File: src/rtl/fir_pkg.sv
// Shared constants and types for the FIR input-stream source.
package fir_pkg;

    localparam int unsigned DATA_WIDTH = 13;
    localparam int unsigned TAPS       = 8;
    localparam int unsigned FIFO_DEPTH = 16;
    localparam int unsigned GAP_W      = 4;
    localparam int unsigned LEN_W      = 8;

    typedef logic signed [DATA_WIDTH-1:0] sample_t;

    typedef enum logic [1:0] {
        TX_IDLE,
        TX_DATA,
        TX_GAP,
        TX_FLUSH
    } tx_state_t;

endpackage

File: src/rtl/fir_sample_fifo.sv
// Synchronous sample FIFO: registered full/empty/level, no write-to-read bypass.
module fir_sample_fifo #(
    parameter int unsigned DATA_WIDTH = 13,
    parameter int unsigned DEPTH      = 16
) (
    input  logic                    clk_i,
    input  logic                    rst_ni,
    input  logic                    push_i,
    input  logic [DATA_WIDTH-1:0]   wr_data_i,
    input  logic                    pop_i,
    output logic [DATA_WIDTH-1:0]   rd_data_c_o,
    output logic                    full_o,
    output logic                    empty_o,
    output logic [$clog2(DEPTH):0]  level_o
);
    import fir_pkg::*;

    localparam int unsigned AW = $clog2(DEPTH);
    localparam int unsigned LW = AW + 1;

    logic [DATA_WIDTH-1:0] mem_q [DEPTH];
    logic [AW-1:0]         wr_ptr_q;
    logic [AW-1:0]         rd_ptr_q;
    logic [LW-1:0]         count_q;
    logic [LW-1:0]         count_d;
    logic                  full_q;
    logic                  empty_q;
    logic                  push_ok;
    logic                  pop_ok;

    // A push while full is dropped even when a pop frees a slot this cycle.
    always_comb begin
        push_ok = push_i && !full_q;
        pop_ok  = pop_i && !empty_q;
        count_d = count_q + LW'(push_ok) - LW'(pop_ok);
    end

    always_ff @(posedge clk_i or negedge rst_ni) begin
        if (!rst_ni) begin
            wr_ptr_q <= '0;
            rd_ptr_q <= '0;
            count_q  <= '0;
            full_q   <= 1'b0;
            empty_q  <= 1'b1;
        end else begin
            if (push_ok) wr_ptr_q <= wr_ptr_q + AW'(1);
            if (pop_ok)  rd_ptr_q <= rd_ptr_q + AW'(1);
            count_q <= count_d;
            full_q  <= (count_d == LW'(DEPTH));
            empty_q <= (count_d == '0);
        end
    end

    always_ff @(posedge clk_i) begin
        if (push_ok) mem_q[wr_ptr_q] <= wr_data_i;
    end

    assign rd_data_c_o = mem_q[rd_ptr_q];
    assign full_o      = full_q;
    assign empty_o     = empty_q;
    assign level_o     = count_q;

endmodule

File: src/rtl/fir_sample_tx.sv
// Burst source for the FIR input port: drains the sample FIFO onto VIN/DIN with a
// programmable gap and an optional TAPS-1 zero-sample flush tail.
module fir_sample_tx #(
    parameter int unsigned DATA_WIDTH = fir_pkg::DATA_WIDTH,
    parameter int unsigned TAPS       = fir_pkg::TAPS,
    parameter int unsigned FIFO_DEPTH = fir_pkg::FIFO_DEPTH,
    parameter int unsigned GAP_W      = fir_pkg::GAP_W
) (
    input  logic                           CLK,
    input  logic                           RST_n,
    input  logic                           WR_EN,
    input  logic signed [DATA_WIDTH-1:0]   WR_DATA,
    output logic                           FULL,
    output logic [$clog2(FIFO_DEPTH):0]    LEVEL,
    input  logic                           START,
    input  logic [fir_pkg::LEN_W-1:0]      LEN,
    input  logic [GAP_W-1:0]               GAP,
    input  logic                           FLUSH,
    output logic                           BUSY,
    output logic                           DONE,
    output logic                           UNDERRUN,
    output logic                           VIN,
    output logic signed [DATA_WIDTH-1:0]   DIN
);
    import fir_pkg::*;

    localparam int unsigned FC_W             = $clog2(TAPS);
    localparam logic [FC_W-1:0] FC_LAST      = FC_W'(TAPS - 2);

    tx_state_t             state_q, state_d, nxt_after;
    logic [LEN_W-1:0]      len_q, len_d, data_cnt_q, data_cnt_d;
    logic [GAP_W-1:0]      gap_q, gap_d, gap_cnt_q, gap_cnt_d;
    logic [FC_W-1:0]       flush_cnt_q, flush_cnt_d;
    logic                  flush_q, flush_d, to_flush_q, to_flush_d;
    logic                  vin_q, vin_d, busy_q, busy_d, done_q, done_d;
    logic                  fin_q, fin_d, underrun_q, underrun_d;
    logic [DATA_WIDTH-1:0] din_q, din_d;

    logic                  start_ok, data_due, pop, fifo_empty;
    logic                  last_data, last_flush, flush_pulse, gap_end;
    logic                  final_pulse, next_flush, flush_eff;
    logic [LEN_W-1:0]      len_eff, data_idx;
    logic [GAP_W-1:0]      gap_eff;
    logic [DATA_WIDTH-1:0] fifo_rd_data;

    fir_sample_fifo #(
        .DATA_WIDTH (DATA_WIDTH),
        .DEPTH      (FIFO_DEPTH)
    ) u_fifo (
        .clk_i       (CLK),
        .rst_ni      (RST_n),
        .push_i      (WR_EN),
        .wr_data_i   (WR_DATA),
        .pop_i       (pop),
        .rd_data_c_o (fifo_rd_data),
        .full_o      (FULL),
        .empty_o     (fifo_empty),
        .level_o     (LEVEL)
    );

    // The accepting IDLE cycle already issues the first sample, so burst
    // parameters come straight from the inputs in that cycle.
    always_comb begin
        start_ok    = START && (LEN != '0) && (state_q == TX_IDLE) && !busy_q;
        len_eff     = start_ok ? LEN   : len_q;
        gap_eff     = start_ok ? GAP   : gap_q;
        flush_eff   = start_ok ? FLUSH : flush_q;
        data_idx    = start_ok ? '0    : data_cnt_q;
        data_due    = start_ok || (state_q == TX_DATA);
        pop         = data_due && !fifo_empty;
        last_data   = (data_idx == LEN_W'(len_eff - LEN_W'(1)));
        flush_pulse = (state_q == TX_FLUSH);
        last_flush  = (flush_cnt_q == FC_LAST);
        gap_end     = (state_q == TX_GAP) && (gap_cnt_q == GAP_W'(gap_q - GAP_W'(1)));
        final_pulse = (pop && last_data && !flush_eff) || (flush_pulse && last_flush);
        next_flush  = flush_pulse || last_data;
        if (final_pulse)        nxt_after = TX_IDLE;
        else if (gap_eff != '0) nxt_after = TX_GAP;
        else if (next_flush)    nxt_after = TX_FLUSH;
        else                    nxt_after = TX_DATA;
    end

    always_ff @(posedge CLK or negedge RST_n) begin
        if (!RST_n) state_q <= TX_IDLE;
        else        state_q <= state_d;
    end

    always_comb begin
        state_d = state_q;
        unique case (state_q)
            TX_IDLE:  if (start_ok) state_d = pop ? nxt_after : TX_DATA;
            TX_DATA:  if (pop) state_d = nxt_after;
            TX_GAP:   if (gap_end) state_d = to_flush_q ? TX_FLUSH : TX_DATA;
            TX_FLUSH: state_d = nxt_after;
            default:  state_d = TX_IDLE;
        endcase
    end

    always_comb begin
        len_d       = len_q;
        gap_d       = gap_q;
        flush_d     = flush_q;
        data_cnt_d  = data_cnt_q;
        gap_cnt_d   = gap_cnt_q;
        flush_cnt_d = flush_cnt_q;
        to_flush_d  = to_flush_q;
        underrun_d  = underrun_q;
        busy_d      = busy_q;
        din_d       = din_q;
        vin_d       = 1'b0;
        fin_d       = 1'b0;
        done_d      = fin_q;

        if (start_ok) begin
            len_d       = LEN;
            gap_d       = GAP;
            flush_d     = FLUSH;
            data_cnt_d  = '0;
            flush_cnt_d = '0;
            underrun_d  = 1'b0;
            busy_d      = 1'b1;
        end
        if (done_q) busy_d = 1'b0;

        if (data_due && fifo_empty) underrun_d = 1'b1;

        if (pop) begin
            vin_d      = 1'b1;
            din_d      = fifo_rd_data;
            data_cnt_d = data_idx + LEN_W'(1);
        end
        if (flush_pulse) begin
            vin_d       = 1'b1;
            din_d       = '0;
            flush_cnt_d = flush_cnt_q + FC_W'(1);
        end
        if ((pop || flush_pulse) && !final_pulse) to_flush_d = next_flush;

        if (state_q == TX_GAP) gap_cnt_d = gap_end ? '0 : gap_cnt_q + GAP_W'(1);

        if (final_pulse) begin
            fin_d       = 1'b1;
            data_cnt_d  = '0;
            flush_cnt_d = '0;
        end
    end

    always_ff @(posedge CLK or negedge RST_n) begin
        if (!RST_n) begin
            len_q       <= '0;
            gap_q       <= '0;
            flush_q     <= 1'b0;
            data_cnt_q  <= '0;
            gap_cnt_q   <= '0;
            flush_cnt_q <= '0;
            to_flush_q  <= 1'b0;
            underrun_q  <= 1'b0;
            busy_q      <= 1'b0;
            din_q       <= '0;
            vin_q       <= 1'b0;
            fin_q       <= 1'b0;
            done_q      <= 1'b0;
        end else begin
            len_q       <= len_d;
            gap_q       <= gap_d;
            flush_q     <= flush_d;
            data_cnt_q  <= data_cnt_d;
            gap_cnt_q   <= gap_cnt_d;
            flush_cnt_q <= flush_cnt_d;
            to_flush_q  <= to_flush_d;
            underrun_q  <= underrun_d;
            busy_q      <= busy_d;
            din_q       <= din_d;
            vin_q       <= vin_d;
            fin_q       <= fin_d;
            done_q      <= done_d;
        end
    end

    assign BUSY     = busy_q;
    assign DONE     = done_q;
    assign UNDERRUN = underrun_q;
    assign VIN      = vin_q;
    assign DIN      = din_q;

endmodule

File: config.mk
export PLATFORM = sky130hd
export DESIGN_NAME = fir_sample_tx
export DESIGN_NICKNAME = d
export VERILOG_FILES = /design/src/rtl/fir_pkg.sv /design/src/rtl/fir_sample_fifo.sv /design/src/rtl/fir_sample_tx.sv
export SDC_FILE = /design/constraint.sdc
export NUM_CORES = 1
export LEC_CHECK = 0
export ABC_AREA = 1
export CAP_MARGIN = 30
export CORE_MARGIN = 8
export CORE_UTILIZATION = 55
export CTS_CLUSTER_DIAMETER = 200
export DETAILED_ROUTE_END_ITERATION = 12
export PLACE_DENSITY = 0.73
export SYNTH_ARGS = -nofsm -noshare
export SYNTH_HDL_FRONTEND = slang
export SYNTH_HIERARCHICAL = 1
export SYNTH_SLANG_ARGS = --single-unit
File: constraint.sdc
create_clock -name CLK -period 7.28 [get_ports CLK]
set_input_delay 1.82 -clock CLK [delete_from_list [all_inputs] [get_ports CLK]]
set_output_delay 1.82 -clock CLK [all_outputs]
set_load 0.005 [all_outputs]
==> tab_implementation.tex <==
\begin{tabular}{lr}
\hline
Metric & Value \\
\hline
\multicolumn{2}{l}{\textbf{Logic synthesis}} \\
\quad Yosys top cell by area & edfxtp\_1 \\
\quad Top cells by instance count after synthesis & 371 x nand2\_1, 217 x inv\_1, 208 x edfxtp\_1 \\
\quad Cell types with the largest area share after synthesis & edfxtp\_1 50\%, dfrtp\_1 13\%, nand2\_1 11\%, nand3\_1 7.3\%, inv\_1 6.5\% \\
\quad Nets in the synthesized netlist & 1322 \\
\quad Yosys warnings & 6 \\
\quad Cell Area, Synth & 0.0125 mm2 \\
\quad Number of synthesized flops with an enable pin & 208 \\
\quad Syn avg cell area & 9.83 um2 \\
\quad Synthesis-stage register bit count & 272 \\
\quad Primary FF master, synth & edfxtp\_1 \\
\quad Synth top area share & 0.498 \\
\quad Proportion of register bits with asynchronous set or reset after synthesis & 0.235 \\
\quad Number of unique standard cell types used by synthesis & 42 \\
\quad Post-synthesis sequential area ratio & 0.626 \\
\quad Cell with the most instances after synthesis & nand2\_1 \\
\quad Gate Count Post-Synth & 1275 \\
\multicolumn{2}{l}{\textbf{Timing}} \\
\quad Setup violators final & 0 \\
\quad Relative slew margins & 0.453 \\
\quad Transition time at the pin with the least slew margin & 0.821 ns \\
\quad Total count of hold-check failures in the final report & 0 \\
\quad Final Max Tran Viols & 0 \\
\quad Post-route setup slack & 2.10 ns \\
\quad Final period utilization & 0.712 \\
\quad Hold Worst Slack & 0.363 ns \\
\quad Peak clock frequency supported by timing & 193 MHz \\
\quad Minimum clock period & 5.18 ns \\
\quad Unrepaired setup endpoints after global routing & false \\
\quad Total Neg Setup Slack & 0 ns \\
\quad Worst-case clock skew & 0.00885 ns \\
\multicolumn{2}{l}{\textbf{Worst setup path}} \\
\quad Startpoint of the most critical setup path & LEN[6] \\
\quad Type of origin of the critical path & input port \\
\quad Stage delay of the slowest cell on the critical path & 0.50 ns \\
\quad Most common cell type on the critical path & inv\_1 \\
\quad Critical Setup Path Class & in -> reg \\
\quad Slowest stage cell, crit path & clkdlybuf4s50\_1 \\
\quad CP Data Required Time & 7.76 ns \\
\quad Endpoint type of the worst setup path & register \\
\quad Maximum net fanout on the critical path & 33 \\
\quad Cell count of the worst reg-to-reg path & 19 \\
\quad Launching point of the worst reg2reg path & state\_q[0] \\
\quad Ordered list of cells on the worst path & clkdlybuf4s50\_1 > inv\_1 > nand2\_1 > nor2\_1 > nand2\_2 > nand3\_4 > nand2\_1 > inv\_2 > nor2\_8 > inv\_1 > nor2\_1 > ha\_1 > inv\_1 > ha\_1 > inv\_1 > fa\_1 > inv\_1 > or2\_2 > nor2\_1 > nand3\_1 > nor2\_1 \\
\quad Arr. time, crit path & 5.66 ns \\
\multicolumn{2}{l}{\textbf{Placed design}} \\
\quad Placement-stage worst setup slack & 1.52 ns \\
\quad Placed inst area & 0.0133 mm2 \\
\quad IO buf count & 52 \\
\quad Placed wire-length estimate & 17.5 mm \\
\quad Gpl congestion & 0.880 \\
\multicolumn{2}{l}{\textbf{Finish}} \\
\quad Inserted Diodes & 0 \\
\quad Layout Cell Area excl Fill & 0.0142 mm2 \\
\quad Synthesis-to-layout area growth & 13.5\% \\
\quad Share of post-route cells with drive strength above 1 & 0.0841 \\
\quad Utilization after layout & 0.633 \\
\quad Final layout net count & 1381 \\
\multicolumn{2}{l}{\textbf{Detailed routing}} \\
\quad Routed Wire Length & 27.9 mm \\
\quad Number of vias in the routed layout & 8775 \\
\quad DRC viols & 0 \\
\quad Routed Antenna Nets & 0 \\
\quad DRC marker count from the first detailed-route iteration & 638 \\
\quad Detail-routed via count per cell & 5.35 \\
\quad Number of search-and-repair iterations in the first detailed-routing pass & 5 \\
\quad Wire length per cell & 17.0 um \\
\multicolumn{2}{l}{\textbf{Flow run}} \\
\quad Max-cap violations & 0 \\
\multicolumn{2}{l}{\textbf{Clock network}} \\
\quad \# Post-CTS Setup Buffers & 0 \\
\quad Number of buffers created by CTS & 28 \\
\quad H-tree depth & 1 \\
\quad Library cell used as clock root buffer & clkbuf\_16 \\
\quad Clock sink count & 272 \\
\quad Maximum clock path buffer count & 3 \\
\quad Resized Gates After CTS & 0 \\
\quad Latest clock arrival within the worst-skew pair & 0.54 ns \\
\quad Register clock-pin slew on the reported worst setup and hold paths & 0.06 ns \\
\quad CTS tree & built \\
\quad Number of buffers inserted by hold repair at cts & 0 \\
\multicolumn{2}{l}{\textbf{Power}} \\
\quad PD cells & 399 mW/mm2 \\
\quad Peak supply drop & 0.281 mV \\
\quad Static power due to leakage & 6.41 nW \\
\multicolumn{2}{l}{\textbf{Floorplan}} \\
\quad Number of rows created at floorplan & 55 \\
\quad Starting density of the core & 0.557 \\
\quad \# IOs & 53 \\
\quad Die outline height & 167 um \\
\quad DIE AREA & 0.0279 mm2 \\
\quad Die Width & 167 um \\
\quad Core Footprint & 0.0225 mm2 \\
\multicolumn{2}{l}{\textbf{Min path}} \\
\quad Hold Path Depth & 0 \\
\quad Hold Startpoint & done\_d \\
\quad Hold WC Path Type & reg -> reg \\
\multicolumn{2}{l}{\textbf{Run status}} \\
\quad Status & completed \\
\multicolumn{2}{l}{\textbf{Global routing}} \\
\quad GRT overflow & 0 \\
\quad GRT Resource Usage Total & 0.202 \\
\quad Number of global-route vias before repair & 8838 \\
\quad Number of antenna violations at the first check in global routing & 1 \\
\quad Pin count of the biggest net entering global routing & 67 \\
\quad First-pass GRT wire length & 45.3 mm \\
\hline
\end{tabular}
## metrics by stage
stage / std cells / power [mW]
final: 1640 / 5.67
after global routing: 1640 / 6.05
after CTS: 1640 / 5.70
after detailed placement: 1589 / 4.30
after global placement: 1587 / 4.22
after floorplan: 1275 / 3.66
## cell families (layout without fill, tap and decap cells)
kind of cell / count (synthesis) / count (layout) / synth area share
AOI/OAI and AO/OA: 44 / 44 / 0.0248
xor gates and xnor gates: 21 / 21 / 0.0147
adders and majority gates: 17 / 17 / 0.0176
buffers and inverters: 277 / 357 / 0.0921
DFF: 272 / 272 / 0.626
and+or+nand+nor: 644 / 644 / 0.225
## area by class of cell
cell class | count | area [um2]
repair buffers | 76 | 708
clock buffers | 36 | 793
fillers | 1736 | 8270
well taps | 285 | 357
flip-flops and latches | 272 | 7850
multi-input cells | 726 | 3530
inverters | 230 | 863
clock inverters | 15 | 125
## routing by layer
| metal | track usage | part of all wire | vias up |
|---|---|---|---|
| met5 | 0 | 0.00047 | - |
| met4 | 0.0709 | 0.030 | 2 |
| met3 | 0.0336 | 0.071 | 59 |
| met2 | 0.349 | 0.48 | 289 |
| met1 | 0.255 | 0.42 | 4199 |
| li1 | - | - | 4226 |
## flip-flops by register name, summed over array words and instances (netlist names), 2 cells and up
name / cells
state_q: 2
u_fifo/rd_ptr_q: 4
DIN: 13
gap_q: 4
gap_cnt_q: 4
data_cnt_q: 8
u_fifo/wr_ptr_q: 4
len_q: 8
u_fifo/level_o: 5
u_fifo/mem_q: 208
flush_cnt_q: 3
## path summary, 6_finish.rpt
path	endpoint	slack, ns
setup / recovery	u_fifo/empty_o	2.10
hold / removal	DONE	0.36
setup reg to reg	u_fifo/empty_o	3.40
hold reg to reg	DONE	0.36
max in group asynchronous	u_fifo/rd_ptr_q[0]	5.21
min in group asynchronous	data_cnt_q[5]	1.43
## worst max-delay path, delay by kind of cell
family | cells | cell delay, ns
buffers and inverters | 7 | 0.88
AND/OR/NAND/NOR | 11 | 2.01
adder cells (fa/ha/maj) | 3 | 0.94
## cell usage in the layout (no fill, tap or decap), types with 6 or more instances in the layout
master           synthesis  layout
buf_4                    3      23
a21oi_1                  6       6
clkdlybuf4s50_1          0      51
xor2_1                  16      16
nor2_1                  48      48
clkbuf_16                0      30
nand2_1                371     371
nand2_2                 10      10
nand3_1                182     182
inv_1                  217     217
nand4_1                 13      13
ha_1                    16      16
o21ai_0                 13      13
clkinv_2                 0       6
inv_2                   11      11
dfrtp_1                 63      61
edfxtp_1               208     208
a22o_1                  14      14
## power by group
group	switching (mW)	internal, mW
Combinational	1.39	0.753
Sequential	0.186	1.95
Clock	0.590	0.810
No activity file was read; power rests on OpenSTA's default activity.
